--- src/rtl/noc_link_tx.sv ---
// noc_link_tx: output-side drain engine for one router port.
// Pops flits from a synchronous FIFO and drives them onto a credit-based
// inter-router link. It tracks packet framing so that a tx_en stop only
// takes effect between packets. Credits are reserved when a read is issued.
module noc_link_tx #(
    parameter int DATA_WIDTH = 12,
    parameter int CREDITS    = 8,
    parameter int CNT_WIDTH  = 4
) (
    input  logic                  clk,
    input  logic                  rst,
    input  logic                  tx_en,
    input  logic                  fifo_empty,
    input  logic [DATA_WIDTH-1:0] fifo_data,
    output logic                  fifo_rd_cs,
    output logic                  fifo_rd_en,
    output logic                  link_valid,
    output logic [DATA_WIDTH-1:0] link_data,
    input  logic                  credit_in,
    output logic [CNT_WIDTH-1:0]  credit_cnt,
    output logic                  credit_err,
    output logic                  pkt_err
);

    localparam logic [1:0] TYPE_HEAD   = 2'b10;
    localparam logic [1:0] TYPE_BODY   = 2'b00;
    localparam logic [1:0] TYPE_TAIL   = 2'b01;
    localparam logic [1:0] TYPE_SINGLE = 2'b11;

    localparam logic [CNT_WIDTH-1:0] CREDIT_MAX = CNT_WIDTH'(CREDITS);
    localparam logic [CNT_WIDTH-1:0] CNT_ONE    = CNT_WIDTH'(1);
    localparam logic [CNT_WIDTH-1:0] CNT_ZERO   = CNT_WIDTH'(0);

    typedef enum logic [0:0] {
        IDLE   = 1'b0,
        IN_PKT = 1'b1
    } state_t;

    state_t                 state_r;
    state_t                 state_nxt_s;
    logic                   cs_r;
    logic                   link_valid_r;
    logic [CNT_WIDTH-1:0]   credit_cnt_r;
    logic [CNT_WIDTH-1:0]   credit_cnt_nxt_s;
    logic                   credit_err_r;
    logic                   credit_err_nxt_s;
    logic                   pkt_err_r;
    logic                   pkt_err_nxt_s;
    logic [1:0]             flit_type_s;
    logic                   pkt_open_s;
    logic                   have_credit_s;
    logic                   rd_en_s;

    // A head or body flit on the link means more of the packet must follow.
    function automatic logic type_keeps_open(input logic [1:0] ftype);
        return (ftype == TYPE_HEAD) || (ftype == TYPE_BODY);
    endfunction

    // Type field of the flit currently presented by the FIFO (valid only with link_valid_r).
    assign flit_type_s = fifo_data[DATA_WIDTH-1 -: 2];

    // Read-issue decision: packet boundary is judged on the flit currently on the link.
    always_comb begin
        pkt_open_s    = 1'b0;
        have_credit_s = 1'b0;
        rd_en_s       = 1'b0;
        if (link_valid_r) begin
            pkt_open_s = type_keeps_open(flit_type_s);
        end else begin
            pkt_open_s = (state_r == IN_PKT);
        end
        // A credit arriving this cycle can fund a read issued this same cycle.
        have_credit_s = (credit_cnt_r != CNT_ZERO) || credit_in;
        rd_en_s       = cs_r && !fifo_empty && have_credit_s && (tx_en || pkt_open_s);
    end

    // Credit accounting: a credit is spent at read issue, returned by credit_in.
    always_comb begin
        credit_cnt_nxt_s = credit_cnt_r;
        credit_err_nxt_s = credit_err_r;
        if (rd_en_s && !credit_in) begin
            credit_cnt_nxt_s = credit_cnt_r - CNT_ONE;
        end else if (!rd_en_s && credit_in) begin
            if (credit_cnt_r == CREDIT_MAX) begin
                credit_err_nxt_s = 1'b1;
            end else begin
                credit_cnt_nxt_s = credit_cnt_r + CNT_ONE;
            end
        end else begin
            credit_cnt_nxt_s = credit_cnt_r;
        end
    end

    // Framing FSM: advanced by the type of each flit leaving on the link.
    always_comb begin
        state_nxt_s   = state_r;
        pkt_err_nxt_s = pkt_err_r;
        if (link_valid_r) begin
            case (flit_type_s)
                TYPE_HEAD: begin
                    if (state_r == IN_PKT) begin
                        pkt_err_nxt_s = 1'b1;
                    end else begin
                        pkt_err_nxt_s = pkt_err_r;
                    end
                    state_nxt_s = IN_PKT;
                end
                TYPE_BODY: begin
                    if (state_r == IDLE) begin
                        pkt_err_nxt_s = 1'b1;
                    end else begin
                        pkt_err_nxt_s = pkt_err_r;
                    end
                end
                TYPE_TAIL: begin
                    if (state_r == IDLE) begin
                        pkt_err_nxt_s = 1'b1;
                    end else begin
                        pkt_err_nxt_s = pkt_err_r;
                    end
                    state_nxt_s = IDLE;
                end
                TYPE_SINGLE: begin
                    if (state_r == IN_PKT) begin
                        pkt_err_nxt_s = 1'b1;
                    end else begin
                        pkt_err_nxt_s = pkt_err_r;
                    end
                    state_nxt_s = IDLE;
                end
                default: begin
                    state_nxt_s   = state_r;
                    pkt_err_nxt_s = pkt_err_r;
                end
            endcase
        end else begin
            state_nxt_s   = state_r;
            pkt_err_nxt_s = pkt_err_r;
        end
    end

    // State registers; reset drops any in-flight read and open packet.
    always_ff @(posedge clk or negedge rst) begin
        if (!rst) begin
            cs_r         <= 1'b0;
            link_valid_r <= 1'b0;
            credit_cnt_r <= CREDIT_MAX;
            credit_err_r <= 1'b0;
            pkt_err_r    <= 1'b0;
            state_r      <= IDLE;
        end else begin
            cs_r         <= 1'b1;
            link_valid_r <= rd_en_s;
            credit_cnt_r <= credit_cnt_nxt_s;
            credit_err_r <= credit_err_nxt_s;
            pkt_err_r    <= pkt_err_nxt_s;
            state_r      <= state_nxt_s;
        end
    end

    assign fifo_rd_cs = cs_r;
    assign fifo_rd_en = rd_en_s;
    assign link_valid = link_valid_r;
    assign link_data  = link_valid_r ? fifo_data : {DATA_WIDTH{1'b0}};
    assign credit_cnt = credit_cnt_r;
    assign credit_err = credit_err_r;
    assign pkt_err    = pkt_err_r;

endmodule

--- config.mk ---
export PLATFORM = sky130hd
export DESIGN_NAME = noc_link_tx
export DESIGN_NICKNAME = d
export VERILOG_FILES = /design/src/rtl/noc_link_tx.sv
export SDC_FILE = /design/constraint.sdc
export NUM_CORES = 1
export LEC_CHECK = 0
export CAP_MARGIN = 20
export CORE_ASPECT_RATIO = 0.9
export CORE_MARGIN = 2
export CORE_UTILIZATION = 35
export CTS_CLUSTER_SIZE = 10
export DETAILED_ROUTE_END_ITERATION = 6
export GPL_ROUTABILITY_DRIVEN = 0
export PLACE_DENSITY = 0.81
export SETUP_SLACK_MARGIN = 0.1
export SLEW_MARGIN = 20
export SYNTH_ARGS = -nofsm -noshare
export SYNTH_HDL_FRONTEND = slang
export SYNTH_SLANG_ARGS = --single-unit
export TNS_END_PERCENT = 1
--- constraint.sdc ---
create_clock -name clk -period 3 [get_ports clk]
set_clock_uncertainty 0.2 [all_clocks]
set_input_delay 0.3 -clock clk [delete_from_list [all_inputs] [get_ports clk]]
set_output_delay 0.3 -clock clk [all_outputs]
set_load 0.02 [all_outputs]
==> results.md <==
- Min Tclk post-route: 2.67 ns
- Pre-CTS WS: 0.187 ns
- VDD IR max: 0.000436 V
- WP data required: 2.97 ns
- Final worst setup slack: 0.332 ns
- GRT Total Usage: 15.8%
- Filler cells: 148
- Post-CTS setup repair buffer count: 0
- Setup violators final: 0
- Clock-pin slew on the worst setup and hold paths: 0.06 ns
- Unrepaired setup endpoints after global routing: false
- Routing usage on met2: 27.1%
- Crit Path Max Fanout: 5
- Die Y: 42.9 um
- Fin. max-slew vios: 0
- Die X: 47.2 um
- Placed cell area: 985 um2
- Setup CP Type: reg -> reg
- Vias in the first global route: 574
- Number of max-cap violations: 0
- Unique masters post-synth: 23
- Avg Cell Area, Syn: 9.80 um2
- Root Driver: clkbuf_4
- Register area: 226 um2
- Post-route setup TNS: 0 ns
- Met3 GRT Util: 6.38%
- DRT iter0 DRCs: 10
- Final Hold Viols: 0
- Critical path launch point type: flip-flop
- CP bufs+invs: 2
- Mapped Cells: 60
- PortBufs: 37
- Critical Path Max Stage Delay: 0.56 ns
- HP Class: in -> async
- DP HPWL: 1180 um
- Top_reg_cell synth: dfrtp_1
- # DRC: 0
- Critical path arrival: 2.64 ns
- P_leak: 0.436 nW
- Wirelength, routed: 1410 um
- Nets: 123
- Worst path depth: 10
- CP top delay family: compound AO/OA/AOI/OAI gates
- Status: complete, no violations
- Post-route clock period utilization: 88.9%
- Yosys Warn Count: 0
- CTS H-tree lvls: 1
- Global route overflow: 0
- Design Area, Final: 1010 um2
- Max Fclk: 375 MHz
- Post-CTS Hold Buffers: 0
- Area Overhead vs Synth: 71.9%
- # diodes: 0
- Skew-Pair Late Insertion Delay: 0.26 ns
- Mapped cell area: 588 um2
- Core footprint: 1630 um2
- First drt pass iteration count: 4
- Register area share after synthesis: 38.5%
- Top cell by count, worst path: ha_1
- Io pins: 38
- Post-DRT Antenna Nets: 0
- Post-synthesis async set-or-reset flop share: 100%
- Power Density: 698 nW/um2
- Syn_nets: 82
- Maximum number of pins on one net before global-route repair: 16
- Vias per cell: 4.62
- Total number of vias: 573
- Final Power: 0.000706 W
- Initial antenna violation count: 0
- Longest Clk Path Bufs: 2
- Top post-synthesis cells by area: dfrtp_1, and2_1, ha_1
- WL/cell: 11.4 um
- Slowest-stage cell, CP: dfstp_2
- M1 GR Usage: 17.3%
- Num CTS Buffers: 3
- Clock sinks: 9
- Die Area: 2020 um2
- Reg2Reg Depth: 10
- #FFs+latches synth: 9
- Area of the multi-input gates: 332 um2
- First-pass GRT wire length: 2300 um
- Share of cells above drive strength 1: 9.00%
- TritonCTS clock tree: built
- Synth top area share: 34.0%
- Starting Density: 36.1%
- Worst path cell trace: inv_1 > a311oi_1 > o21ai_1 > inv_2 > ha_1 > ha_1 > a21o_1 > a21oi_4 > mux2i_1 > a221oi_2
- EDFF count, synth: 0
- Post-CTS Resized: 0
- Cell Rows: 14
- Worst setup EP type: flip-flop
- Layer with the highest usage: met2
- Top cell type by total area after synthesis: dfrtp_1
kinds of logic after synthesis:
family,synth area share [%]
buf+inv,5.10
flops,38.5
compound gates,14.9
xor+xnor,4.47
other cells,0.638
fa+ha+maj,11.9
mux,3.40
simple gates,21.1
per-layer routing:
layer	vias to the layer above	wire (um)
met5	-	0
li1	277	-
met3	2	183
met4	0	15
met2	35	640
met1	259	568
sequential cells by signal (all words and copies together) (netlist names):
register    flops
state_r         1
pkt_err         1
credit_cnt      4
credit_err      1
link_valid      1
fifo_rd_cs      1
Yosys cell counts, types with 2 or more instances:
cell type and number:
a21o_1 2, dfrtp_1 8, xnor2_1 2, or3_1 2, inv_1 6, nor2_1 4, and2_1 12, mux2i_1 2
nand2_1 3, ha_1 4, o21ai_1 3
placed cells by master (no fill, tap or decap):
cell type	instances
a21oi_4	1
inv_2	1
nor2_1	4
inv_1	6
xnor2_1	2
or3_1	2
clkbuf_4	3
clkbuf_1	1
nor3_2	1
a311oi_1	1
and2_1	12
clkdlybuf4s50_1	37
a21o_1	2
ha_1	4
conb_1	1
dfrtp_1	8
a221oi_2	1
a31o_1	1
nand2_1	3
a31o_2	1
fa_1	1
mux2i_1	2
o21ai_1	3
xor2_1	1
dfstp_2	1
path summary, 6_finish.rpt:
| kind | from | to | slack [ns] |
|---|---|---|---|
| setup / recovery | credit_cnt[3] | credit_cnt[3] | 0.33 |
| hold / removal | rst | fifo_rd_cs | 0.14 |
| setup reg to reg | credit_cnt[3] | credit_cnt[3] | 0.33 |
| hold reg to reg | pkt_err | pkt_err | 0.26 |
| max in group asynchronous | rst | credit_cnt[3] | 2.13 |
| min in group clk | pkt_err | pkt_err | 0.26 |
metrics by stage:
step,cells,util [%],hold slack (ns)
floorplan,60,-,-0.196
global placement,120,60.4,0.238
detailed placement,120,60.4,0.259
CTS,124,62.1,0.140
global route,124,62.1,0.164
finish,124,62.1,0.142
power breakdown:
group	internal, W	switching [W]
sequential	0.000170	0.0000534
combinational	0.000197	0.000192
clock	0.0000512	0.0000417
total	0.000418	0.000287
final cells by class:
| cell class | count | share of cell area [%] |
|---|---|---|
| clock buffer | 4 | 2.60 |
| inverter | 7 | 2.60 |
| multi-input combinational | 43 | 32.8 |
| sequential | 9 | 22.4 |
| tap | 24 | 2.97 |
| timing repair buffer | 37 | 36.6 |
Note: power is estimated with default switching activity, not from simulation.
